==> src/rtl/radix2_butterfly_pipe_if.sv <==
// Operand/result bus between the FFT stage sequencer (master) and the
// radix2_butterfly_pipe datapath (slave).
interface radix2_butterfly_pipe_if #(
    parameter int DATA_W = 16,
    parameter int TW_W   = 16,
    parameter int ADDR_W = 9,
    parameter int CTRL_W = 2
);
    logic                     iact;
    logic [CTRL_W-1:0]        ictrl;
    logic                     iscale;
    logic [ADDR_W-1:0]        input_memory_address;
    logic signed [DATA_W-1:0] A_real;
    logic signed [DATA_W-1:0] A_imag;
    logic signed [DATA_W-1:0] B_real;
    logic signed [DATA_W-1:0] B_imag;
    logic signed [TW_W-1:0]   twiddle_real;
    logic signed [TW_W-1:0]   twiddle_imag;
    logic                     clear_ovf;

    logic                     oact;
    logic [CTRL_W-1:0]        octrl;
    logic [ADDR_W-1:0]        output_memory_address;
    logic signed [DATA_W-1:0] out_A_real;
    logic signed [DATA_W-1:0] out_A_imag;
    logic signed [DATA_W-1:0] out_B_real;
    logic signed [DATA_W-1:0] out_B_imag;
    logic                     ovf;

    modport master (
        output iact, ictrl, iscale, input_memory_address,
               A_real, A_imag, B_real, B_imag,
               twiddle_real, twiddle_imag, clear_ovf,
        input  oact, octrl, output_memory_address,
               out_A_real, out_A_imag, out_B_real, out_B_imag, ovf
    );

    modport slave (
        input  iact, ictrl, iscale, input_memory_address,
               A_real, A_imag, B_real, B_imag,
               twiddle_real, twiddle_imag, clear_ovf,
        output oact, octrl, output_memory_address,
               out_A_real, out_A_imag, out_B_real, out_B_imag, ovf
    );
endinterface

==> src/rtl/radix2_butterfly_pipe.sv <==
// Fully pipelined radix-2 complex butterfly (DIF or DIT by MODE) with sideband delay.
// Define BFLY_SAT_EN to saturate out-of-range results instead of wrapping them.
module radix2_butterfly_pipe #(
    parameter int DATA_W = 16,
    parameter int TW_W   = 16,
    parameter int ADDR_W = 9,
    parameter int CTRL_W = 2,
    parameter int MODE   = 0
) (
    input logic                   clk,
    input logic                   reset,
    radix2_butterfly_pipe_if.slave bfly
);

    localparam int EXT_W  = DATA_W + 1;
    localparam int PROD_W = DATA_W + TW_W + 1;
    localparam int SUM_W  = DATA_W + TW_W + 2;
    localparam int RND_W  = DATA_W + 3;
    localparam int WIDE_W = DATA_W + 4;

    localparam logic signed [SUM_W-1:0]  ROUND_HALF = {{(SUM_W-TW_W+1){1'b0}}, 1'b1, {(TW_W-2){1'b0}}};
    localparam logic signed [WIDE_W-1:0] ONE_WIDE   = {{(WIDE_W-1){1'b0}}, 1'b1};
`ifdef BFLY_SAT_EN
    localparam logic [DATA_W-1:0] POS_MAX = {1'b0, {(DATA_W-1){1'b1}}};
    localparam logic [DATA_W-1:0] NEG_MAX = {1'b1, {(DATA_W-1){1'b0}}};
`endif

    if (MODE != 0 && MODE != 1) begin : gBadMode
        $error("radix2_butterfly_pipe: MODE must be 0 (DIF) or 1 (DIT)");
    end

    // Returns {out_of_range, narrowed value}; optional halving rounds half up.
    function automatic logic [DATA_W:0] scaleNarrow(input logic signed [WIDE_W-1:0] x,
                                                    input logic halve);
        logic signed [WIDE_W-1:0] s;
        logic                     inRange;
        logic [DATA_W-1:0]        v;
        s       = halve ? ((x + ONE_WIDE) >>> 1) : x;
        inRange = (s[WIDE_W-1:DATA_W-1] == '0) || (s[WIDE_W-1:DATA_W-1] == '1);
`ifdef BFLY_SAT_EN
        if (inRange)          v = s[DATA_W-1:0];
        else if (s[WIDE_W-1]) v = NEG_MAX;
        else                  v = POS_MAX;
`else
        v = s[DATA_W-1:0];
`endif
        return {~inRange, v};
    endfunction

    logic                     v0_q, v1_q, v2_q, v3_q;
    logic                     scale0_q, scale1_q, scale2_q, scale3_q;
    logic [CTRL_W-1:0]        ctrl0_q, ctrl1_q, ctrl2_q, ctrl3_q;
    logic [ADDR_W-1:0]        addr0_q, addr1_q, addr2_q, addr3_q;

    logic signed [DATA_W-1:0] ar0_q, ai0_q, br0_q, bi0_q;
    logic signed [TW_W-1:0]   wr0_q, wi0_q, wr1_q, wi1_q;
    logic signed [EXT_W-1:0]  pr1_d, pi1_d, qr1_d, qi1_d;
    logic signed [EXT_W-1:0]  pr1_q, pi1_q, qr1_q, qi1_q;
    logic signed [EXT_W-1:0]  pr2_q, pi2_q, pr3_q, pi3_q;
    logic signed [PROD_W-1:0] rr2_d, ii2_d, ri2_d, ir2_d;
    logic signed [PROD_W-1:0] rr2_q, ii2_q, ri2_q, ir2_q;
    logic signed [SUM_W-1:0]  reSum, imSum;
    logic signed [RND_W-1:0]  tr3_d, ti3_d, tr3_q, ti3_q;
    logic                     unusedRoundBits;

    logic signed [WIDE_W-1:0] ar4, ai4, br4, bi4;
    logic [DATA_W:0]          nAr, nAi, nBr, nBi;
    logic                     ovf_d;

    logic                     oact_q, ovf_q;
    logic [CTRL_W-1:0]        octrl_q;
    logic [ADDR_W-1:0]        oaddr_q;
    logic [DATA_W-1:0]        oar_q, oai_q, obr_q, obi_q;

    // S1 forms the pass-through path (A+B for DIF, A for DIT) and the multiplicand (A-B or B).
    always_comb begin
        if (MODE == 0) begin
            pr1_d = EXT_W'(ar0_q) + EXT_W'(br0_q);
            pi1_d = EXT_W'(ai0_q) + EXT_W'(bi0_q);
            qr1_d = EXT_W'(ar0_q) - EXT_W'(br0_q);
            qi1_d = EXT_W'(ai0_q) - EXT_W'(bi0_q);
        end else begin
            pr1_d = EXT_W'(ar0_q);
            pi1_d = EXT_W'(ai0_q);
            qr1_d = EXT_W'(br0_q);
            qi1_d = EXT_W'(bi0_q);
        end
    end

    // Products stay full width so a -1 twiddle cannot wrap.
    always_comb begin
        rr2_d = PROD_W'(qr1_q) * PROD_W'(wr1_q);
        ii2_d = PROD_W'(qi1_q) * PROD_W'(wi1_q);
        ri2_d = PROD_W'(qr1_q) * PROD_W'(wi1_q);
        ir2_d = PROD_W'(qi1_q) * PROD_W'(wr1_q);
    end

    always_comb begin
        reSum = SUM_W'(rr2_q) - SUM_W'(ii2_q) + ROUND_HALF;
        imSum = SUM_W'(ri2_q) + SUM_W'(ir2_q) + ROUND_HALF;
        tr3_d = reSum[TW_W-1 +: RND_W];
        ti3_d = imSum[TW_W-1 +: RND_W];
    end
    assign unusedRoundBits = ^{reSum[TW_W-2:0], imSum[TW_W-2:0]};

    always_comb begin
        if (MODE == 0) begin
            ar4 = WIDE_W'(pr3_q);
            ai4 = WIDE_W'(pi3_q);
            br4 = WIDE_W'(tr3_q);
            bi4 = WIDE_W'(ti3_q);
        end else begin
            ar4 = WIDE_W'(pr3_q) + WIDE_W'(tr3_q);
            ai4 = WIDE_W'(pi3_q) + WIDE_W'(ti3_q);
            br4 = WIDE_W'(pr3_q) - WIDE_W'(tr3_q);
            bi4 = WIDE_W'(pi3_q) - WIDE_W'(ti3_q);
        end
        nAr   = scaleNarrow(ar4, scale3_q);
        nAi   = scaleNarrow(ai4, scale3_q);
        nBr   = scaleNarrow(br4, scale3_q);
        nBi   = scaleNarrow(bi4, scale3_q);
        ovf_d = (v3_q & (nAr[DATA_W] | nAi[DATA_W] | nBr[DATA_W] | nBi[DATA_W]))
              | (ovf_q & ~bfly.clear_ovf);
    end

    always_ff @(posedge clk or negedge reset) begin
        if (!reset) begin
            v0_q <= 1'b0; v1_q <= 1'b0; v2_q <= 1'b0; v3_q <= 1'b0;
            scale0_q <= 1'b0; scale1_q <= 1'b0; scale2_q <= 1'b0; scale3_q <= 1'b0;
            ctrl0_q <= '0; ctrl1_q <= '0; ctrl2_q <= '0; ctrl3_q <= '0;
            addr0_q <= '0; addr1_q <= '0; addr2_q <= '0; addr3_q <= '0;
            ar0_q <= '0; ai0_q <= '0; br0_q <= '0; bi0_q <= '0;
            wr0_q <= '0; wi0_q <= '0; wr1_q <= '0; wi1_q <= '0;
            pr1_q <= '0; pi1_q <= '0; qr1_q <= '0; qi1_q <= '0;
            pr2_q <= '0; pi2_q <= '0; pr3_q <= '0; pi3_q <= '0;
            rr2_q <= '0; ii2_q <= '0; ri2_q <= '0; ir2_q <= '0;
            tr3_q <= '0; ti3_q <= '0;
        end else begin
            v0_q     <= bfly.iact;
            scale0_q <= bfly.iscale;
            ctrl0_q  <= bfly.ictrl;
            addr0_q  <= bfly.input_memory_address;
            ar0_q    <= bfly.A_real;
            ai0_q    <= bfly.A_imag;
            br0_q    <= bfly.B_real;
            bi0_q    <= bfly.B_imag;
            wr0_q    <= bfly.twiddle_real;
            wi0_q    <= bfly.twiddle_imag;

            v1_q <= v0_q; scale1_q <= scale0_q; ctrl1_q <= ctrl0_q; addr1_q <= addr0_q;
            pr1_q <= pr1_d; pi1_q <= pi1_d; qr1_q <= qr1_d; qi1_q <= qi1_d;
            wr1_q <= wr0_q; wi1_q <= wi0_q;

            v2_q <= v1_q; scale2_q <= scale1_q; ctrl2_q <= ctrl1_q; addr2_q <= addr1_q;
            pr2_q <= pr1_q; pi2_q <= pi1_q;
            rr2_q <= rr2_d; ii2_q <= ii2_d; ri2_q <= ri2_d; ir2_q <= ir2_d;

            v3_q <= v2_q; scale3_q <= scale2_q; ctrl3_q <= ctrl2_q; addr3_q <= addr2_q;
            pr3_q <= pr2_q; pi3_q <= pi2_q;
            tr3_q <= tr3_d; ti3_q <= ti3_d;
        end
    end

    // Result registers only load on a valid transaction so they hold between results.
    always_ff @(posedge clk or negedge reset) begin
        if (!reset) begin
            oact_q  <= 1'b0;
            ovf_q   <= 1'b0;
            octrl_q <= '0;
            oaddr_q <= '0;
            oar_q   <= '0;
            oai_q   <= '0;
            obr_q   <= '0;
            obi_q   <= '0;
        end else begin
            oact_q <= v3_q;
            ovf_q  <= ovf_d;
            if (v3_q) begin
                octrl_q <= ctrl3_q;
                oaddr_q <= addr3_q;
                oar_q   <= nAr[DATA_W-1:0];
                oai_q   <= nAi[DATA_W-1:0];
                obr_q   <= nBr[DATA_W-1:0];
                obi_q   <= nBi[DATA_W-1:0];
            end
        end
    end

    assign bfly.oact                  = oact_q;
    assign bfly.ovf                   = ovf_q;
    assign bfly.octrl                 = octrl_q;
    assign bfly.output_memory_address = oaddr_q;
    assign bfly.out_A_real            = oar_q;
    assign bfly.out_A_imag            = oai_q;
    assign bfly.out_B_real            = obr_q;
    assign bfly.out_B_imag            = obi_q;

endmodule

==> src/flat_wrapper.sv <==
// flat-port wrapper written by rule: the top's interface ports become plain ports
module radix2_butterfly_pipe_flat 
#(
    parameter int DATA_W = 16,
    parameter int TW_W   = 16,
    parameter int ADDR_W = 9,
    parameter int CTRL_W = 2,
    parameter int MODE   = 0
)
  (clk, reset, bfly_iact, bfly_ictrl, bfly_iscale, bfly_input_memory_address, bfly_A_real, bfly_A_imag, bfly_B_real, bfly_B_imag, bfly_twiddle_real, bfly_twiddle_imag, bfly_clear_ovf, bfly_oact, bfly_octrl, bfly_output_memory_address, bfly_out_A_real, bfly_out_A_imag, bfly_out_B_real, bfly_out_B_imag, bfly_ovf);
  radix2_butterfly_pipe_if #(.DATA_W(DATA_W), .TW_W(TW_W), .ADDR_W(ADDR_W), .CTRL_W(CTRL_W)) bfly_i ();
  input logic clk;
  input logic reset;
  input wire logic [$bits(bfly_i.iact)-1:0] bfly_iact;
  input wire logic [$bits(bfly_i.ictrl)-1:0] bfly_ictrl;
  input wire logic [$bits(bfly_i.iscale)-1:0] bfly_iscale;
  input wire logic [$bits(bfly_i.input_memory_address)-1:0] bfly_input_memory_address;
  input wire logic [$bits(bfly_i.A_real)-1:0] bfly_A_real;
  input wire logic [$bits(bfly_i.A_imag)-1:0] bfly_A_imag;
  input wire logic [$bits(bfly_i.B_real)-1:0] bfly_B_real;
  input wire logic [$bits(bfly_i.B_imag)-1:0] bfly_B_imag;
  input wire logic [$bits(bfly_i.twiddle_real)-1:0] bfly_twiddle_real;
  input wire logic [$bits(bfly_i.twiddle_imag)-1:0] bfly_twiddle_imag;
  input wire logic [$bits(bfly_i.clear_ovf)-1:0] bfly_clear_ovf;
  output wire logic [$bits(bfly_i.oact)-1:0] bfly_oact;
  output wire logic [$bits(bfly_i.octrl)-1:0] bfly_octrl;
  output wire logic [$bits(bfly_i.output_memory_address)-1:0] bfly_output_memory_address;
  output wire logic [$bits(bfly_i.out_A_real)-1:0] bfly_out_A_real;
  output wire logic [$bits(bfly_i.out_A_imag)-1:0] bfly_out_A_imag;
  output wire logic [$bits(bfly_i.out_B_real)-1:0] bfly_out_B_real;
  output wire logic [$bits(bfly_i.out_B_imag)-1:0] bfly_out_B_imag;
  output wire logic [$bits(bfly_i.ovf)-1:0] bfly_ovf;
  assign bfly_i.iact = bfly_iact;
  assign bfly_i.ictrl = bfly_ictrl;
  assign bfly_i.iscale = bfly_iscale;
  assign bfly_i.input_memory_address = bfly_input_memory_address;
  assign bfly_i.A_real = bfly_A_real;
  assign bfly_i.A_imag = bfly_A_imag;
  assign bfly_i.B_real = bfly_B_real;
  assign bfly_i.B_imag = bfly_B_imag;
  assign bfly_i.twiddle_real = bfly_twiddle_real;
  assign bfly_i.twiddle_imag = bfly_twiddle_imag;
  assign bfly_i.clear_ovf = bfly_clear_ovf;
  assign bfly_oact = bfly_i.oact;
  assign bfly_octrl = bfly_i.octrl;
  assign bfly_output_memory_address = bfly_i.output_memory_address;
  assign bfly_out_A_real = bfly_i.out_A_real;
  assign bfly_out_A_imag = bfly_i.out_A_imag;
  assign bfly_out_B_real = bfly_i.out_B_real;
  assign bfly_out_B_imag = bfly_i.out_B_imag;
  assign bfly_ovf = bfly_i.ovf;
  radix2_butterfly_pipe #(.DATA_W(DATA_W), .TW_W(TW_W), .ADDR_W(ADDR_W), .CTRL_W(CTRL_W), .MODE(MODE)) u_core (.clk(clk), .reset(reset), .bfly(bfly_i));
endmodule
==> config.mk <==
export PLATFORM = sky130hd
export DESIGN_NAME = radix2_butterfly_pipe_flat
export DESIGN_NICKNAME = d
export VERILOG_FILES = /design/src/rtl/radix2_butterfly_pipe_if.sv /design/src/rtl/radix2_butterfly_pipe.sv /design/src/flat_wrapper.sv
export SDC_FILE = /design/constraint.sdc
export NUM_CORES = 2
export LEC_CHECK = 0
export CORE_MARGIN = 2
export CORE_UTILIZATION = 50
export CTS_BUF_LIST = sky130_fd_sc_hd__clkbuf_16
export DETAILED_ROUTE_END_ITERATION = 8
export DONT_BUFFER_PORTS = 1
export PLACE_DENSITY = 0.64
export SLEW_MARGIN = 20
export SYNTH_ARGS = -nofsm -noshare
export SYNTH_HDL_FRONTEND = slang
export SYNTH_SLANG_ARGS = --single-unit
==> constraint.sdc <==
create_clock -name clk -period 8.4 [get_ports clk]
set_input_delay 0.84 -clock clk [delete_from_list [all_inputs] [get_ports clk]]
set_output_delay 0.84 -clock clk [all_outputs]
set_load 0.02 [all_outputs]
==> Flow_metrics.wiki <==
{| class="wikitable"
! Metric !! Value
|-
| Family of cells with the greatest summed delay on the critical path || adder cells
|-
| Multi-input gate area in the final layout || 43790 µm²
|-
| Post-route DRC || 0
|-
| Width of the chip || 361.3 µm
|-
| Register cell area after layout || 14060 µm²
|-
| Number of synthesized flops with an enable pin || 0
|-
| Vias || 42455
|-
| Y dimension of the die || 361.3 µm
|-
| Total setup buffers inserted after CTS || 0
|-
| GR Util All Layers || 24.83%
|-
| Primary flip-flop cell chosen by synthesis mapping || dfrtp_1
|-
| Violated checks || hold timing
|-
| Largest area contributor in the synthesized netlist || fa_1
|-
| Port Buffers || 0
|-
| Number of synthesis warnings || 0
|-
| Total Negative Setup Slacks || 0 ns
|-
| Largest stage delay on the critical path || 1.09 ns
|-
| Kind of launch point of the worst setup path || register
|-
| Number of ports placed on the die boundary || 189
|-
| Maximum fanout count along the critical path || 24
|-
| Cell breakdown of the critical path || buf_4, nand2_1, fa_1, inv_1, fa_1, inv_1, fa_1, inv_1, fa_1, fa_1, inv_1, fa_1, inv_1, ha_1, inv_2, o21bai_1, a21oi_1, nor2_1, a221oi_1, a311oi_1, o31ai_1, nand3_1, o311ai_0
|-
| Final-layout worst hold slack || -0.1377 ns
|-
| Clock root buffer || clkbuf_16
|-
| Synth top cells by count || inv_1, fa_1, nand2_1
|-
| RSZ-0062 raised after global routing || false
|-
| DRT Pass-1 Iters || 5
|-
| Average footprint of a synthesized cell || 10.02 µm²
|-
| Post-cts sizing count || 0
|-
| Post-synthesis sequential area ratio || 22.00%
|-
| H-tree depth reported by CTS || 3
|-
| Gpl congestion || 0.8963
|-
| Most common cell in the synthesized netlist || inv_1
|-
| Wire length of the first global-routing pass || 251700 µm
|-
| Timing-limited maximum frequency || 135.7 MHz
|-
| Clock network latency to the later pin of the worst-skew pair || 0.70 ns
|-
| Synthesized netlist net count || 8122
|-
| Register clock-pin slew on the reported worst setup and hold paths || 0.07 ns
|-
| Largest net degree at the start of global routing || 562
|-
| Maximum count of clock buffers along a single path || 3
|-
| Worst clock skew || 0.03639 ns
|-
| Via/cell ratio || 5.303
|-
| Post-layout minimum cycle time || 7.370 ns
|-
| Layout cells sized above 1 || 4.842%
|-
| Critical path buffers and inverters || 7
|-
| Final worst path period share || 87.74%
|-
| Global route total overflow || 0
|-
| Netlist area before placement || 63820 µm²
|-
| Worst max-slew margin expressed relative to the limit || 20.97%
|-
| Routed wire length || 154400 µm
|-
| Distinct cell type count after synthesis || 88
|-
| Cells taking the most area after synthesis || fa_1, dfrtp_1, ha_1
|-
| Total Nets Final || 8036
|-
| P&R area growth vs syn || 6.519%
|-
| Data arrival time of the critical path || 7.93 ns
|-
| Initial Utilization || 50.24%
|-
| Count of final hold-check violations || 188
|-
| Site Rows || 131
|-
| Overall die area || 130500 µm²
|-
| Required time at the worst-slack endpoint || 8.96 ns
|-
| CP endpoint kind || register
|-
| Via count of the first global-routing pass || 45094
|-
| Clock net sink count || 561
|-
| 1st-iter DRT viols || 3106
|-
| Routed wirelength normalized by instance count || 19.28 µm
|-
| Top cell type's share of synthesized area || 34.76%
|-
| Gate count after technology mapping || 6372
|-
| Clock tree from TritonCTS || built
|-
| Final setup vio count || 0
|-
| Placed wire-length estimate after detailed placement || 121600 µm
|-
| Actual transition at the worst max-transition pin || 1.186 ns
|-
| Post-synth ARST share || 100.0%
|-
| Cell with the most instances on the worst path || fa_1
|-
| Detail Route Antenna Nets || 0
|-
| Count of final max-slew check failures || 0
|-
| Class of the tightest hold or removal check || in2async
|-
| Crit path kind || reg2reg
|-
| Number of synthesized register bits || 561
|-
| Core Area || 127000 µm²
|-
| FILL cells || 11259
|-
| MaxCap Viol Count || 0
|-
| Initial antenna violation count || 6
|-
| Status || finished with violations
|-
| Slowest library cell on the worst path || dfrtp_1
|-
| Number of CTS-inserted buffers || 69
|}
final cells by class:
class,count,area share [%]
Sequential cell,561,20.68
Antenna cell,4,0.01473
Clock inverter,55,0.8007
Timing Repair Buffer,85,0.9755
Multi-Input combinational cell,4216,64.42
Clock buffer,70,2.577
Tap cell,1662,3.059
Inverter,1353,7.471
metal layers:
layer  track usage (%)  wire length (µm)
met5                 0                27
met4             7.271              4627
met3             4.268              9141
met2             40.07             73060
met1             34.56             67510
worst register-to-register path: cells and delay by family, from the launching register on:
kind,cells,cell delay [ns]
fa+ha+maj,7,3.37
compound gates,6,1.78
flops,1,1.09
buf+inv,7,0.73
simple gates,3,0.29
sequential cells by signal, summed over array words and instances, names as in the netlist, 19 cells and up:
register and flops:
u_core.ii2_q 33, u_core.ir2_q 33, u_core.ri2_q 33, u_core.rr2_q 33, u_core.ti3_q 19, u_core.tr3_q 19
cell usage in the layout, fill, tap and decap left out, drive strengths merged, types with 15 or more instances in the layout:
cell	count
nor2b	22
and3	32
mux2	63
clkinv	29
nand3	61
fa	1108
xor2	43
dfrtp	561
inv	1369
a211oi	15
buf	85
nand2	628
a21oi	261
nor2	202
a21o	70
nor3	61
a31oi	20
or3	15
xnor2	183
o21bai	33
clkbuf	70
ha	530
and2	517
nand2b	31
o21ai	113
o21a	33
path summary, 6_finish.rpt:
path | from | end | slack, ns | cells past startpoint
worst min-delay path | reset | u_core.addr3_q[8] | -0.14 | 0
worst max register to register | u_core.wr1_q[7] | u_core.ir2_q[31] | 1.03 | 23
worst max-delay path | u_core.wr1_q[7] | u_core.ir2_q[31] | 1.03 | 23
max in group asynchronous | reset | u_core.wi1_q[10] | 7.48 | 0
min in group clk | bfly_twiddle_imag[3] | u_core.wi0_q[3] | 0.17 | 0
worst min register to register | u_core.pr2_q[11] | u_core.pr3_q[11] | 0.33 | 0
cells by family (layout without fill, tap and decap cells):
kind of cell	count (synthesis)	in the layout	share of synthesized area, %
flip-flops	561	561	22.00
AND/OR/NAND/NOR	1619	1619	12.48
other	0	4	0
adder cells (fa/ha/maj)	1638	1638	45.15
XOR/XNOR	226	226	3.102
buffers and inverters	1595	1563	9.393
AO/OA/AOI/OAI	657	657	6.566
multiplexers	76	76	1.316
per-stage QoR:
stage               setup WS [ns]  hold WS, ns  utilization [%]  area [µm²]  cells
floorplan                   2.147       0.3312                -       63820   6372
global placement            1.225       0.3323            51.69       65660   7877
detailed placement          1.191       0.3347            51.69       65670   7877
CTS                         1.137      -0.1856            53.50       67960   8002
global route               0.5583      -0.1706            53.51       67970   8003
finish                      1.030      -0.1377            53.51       67980   8006
Power is not shown: default switching activity piles up to over one toggle a cycle in this logic, so the estimate is an artifact.
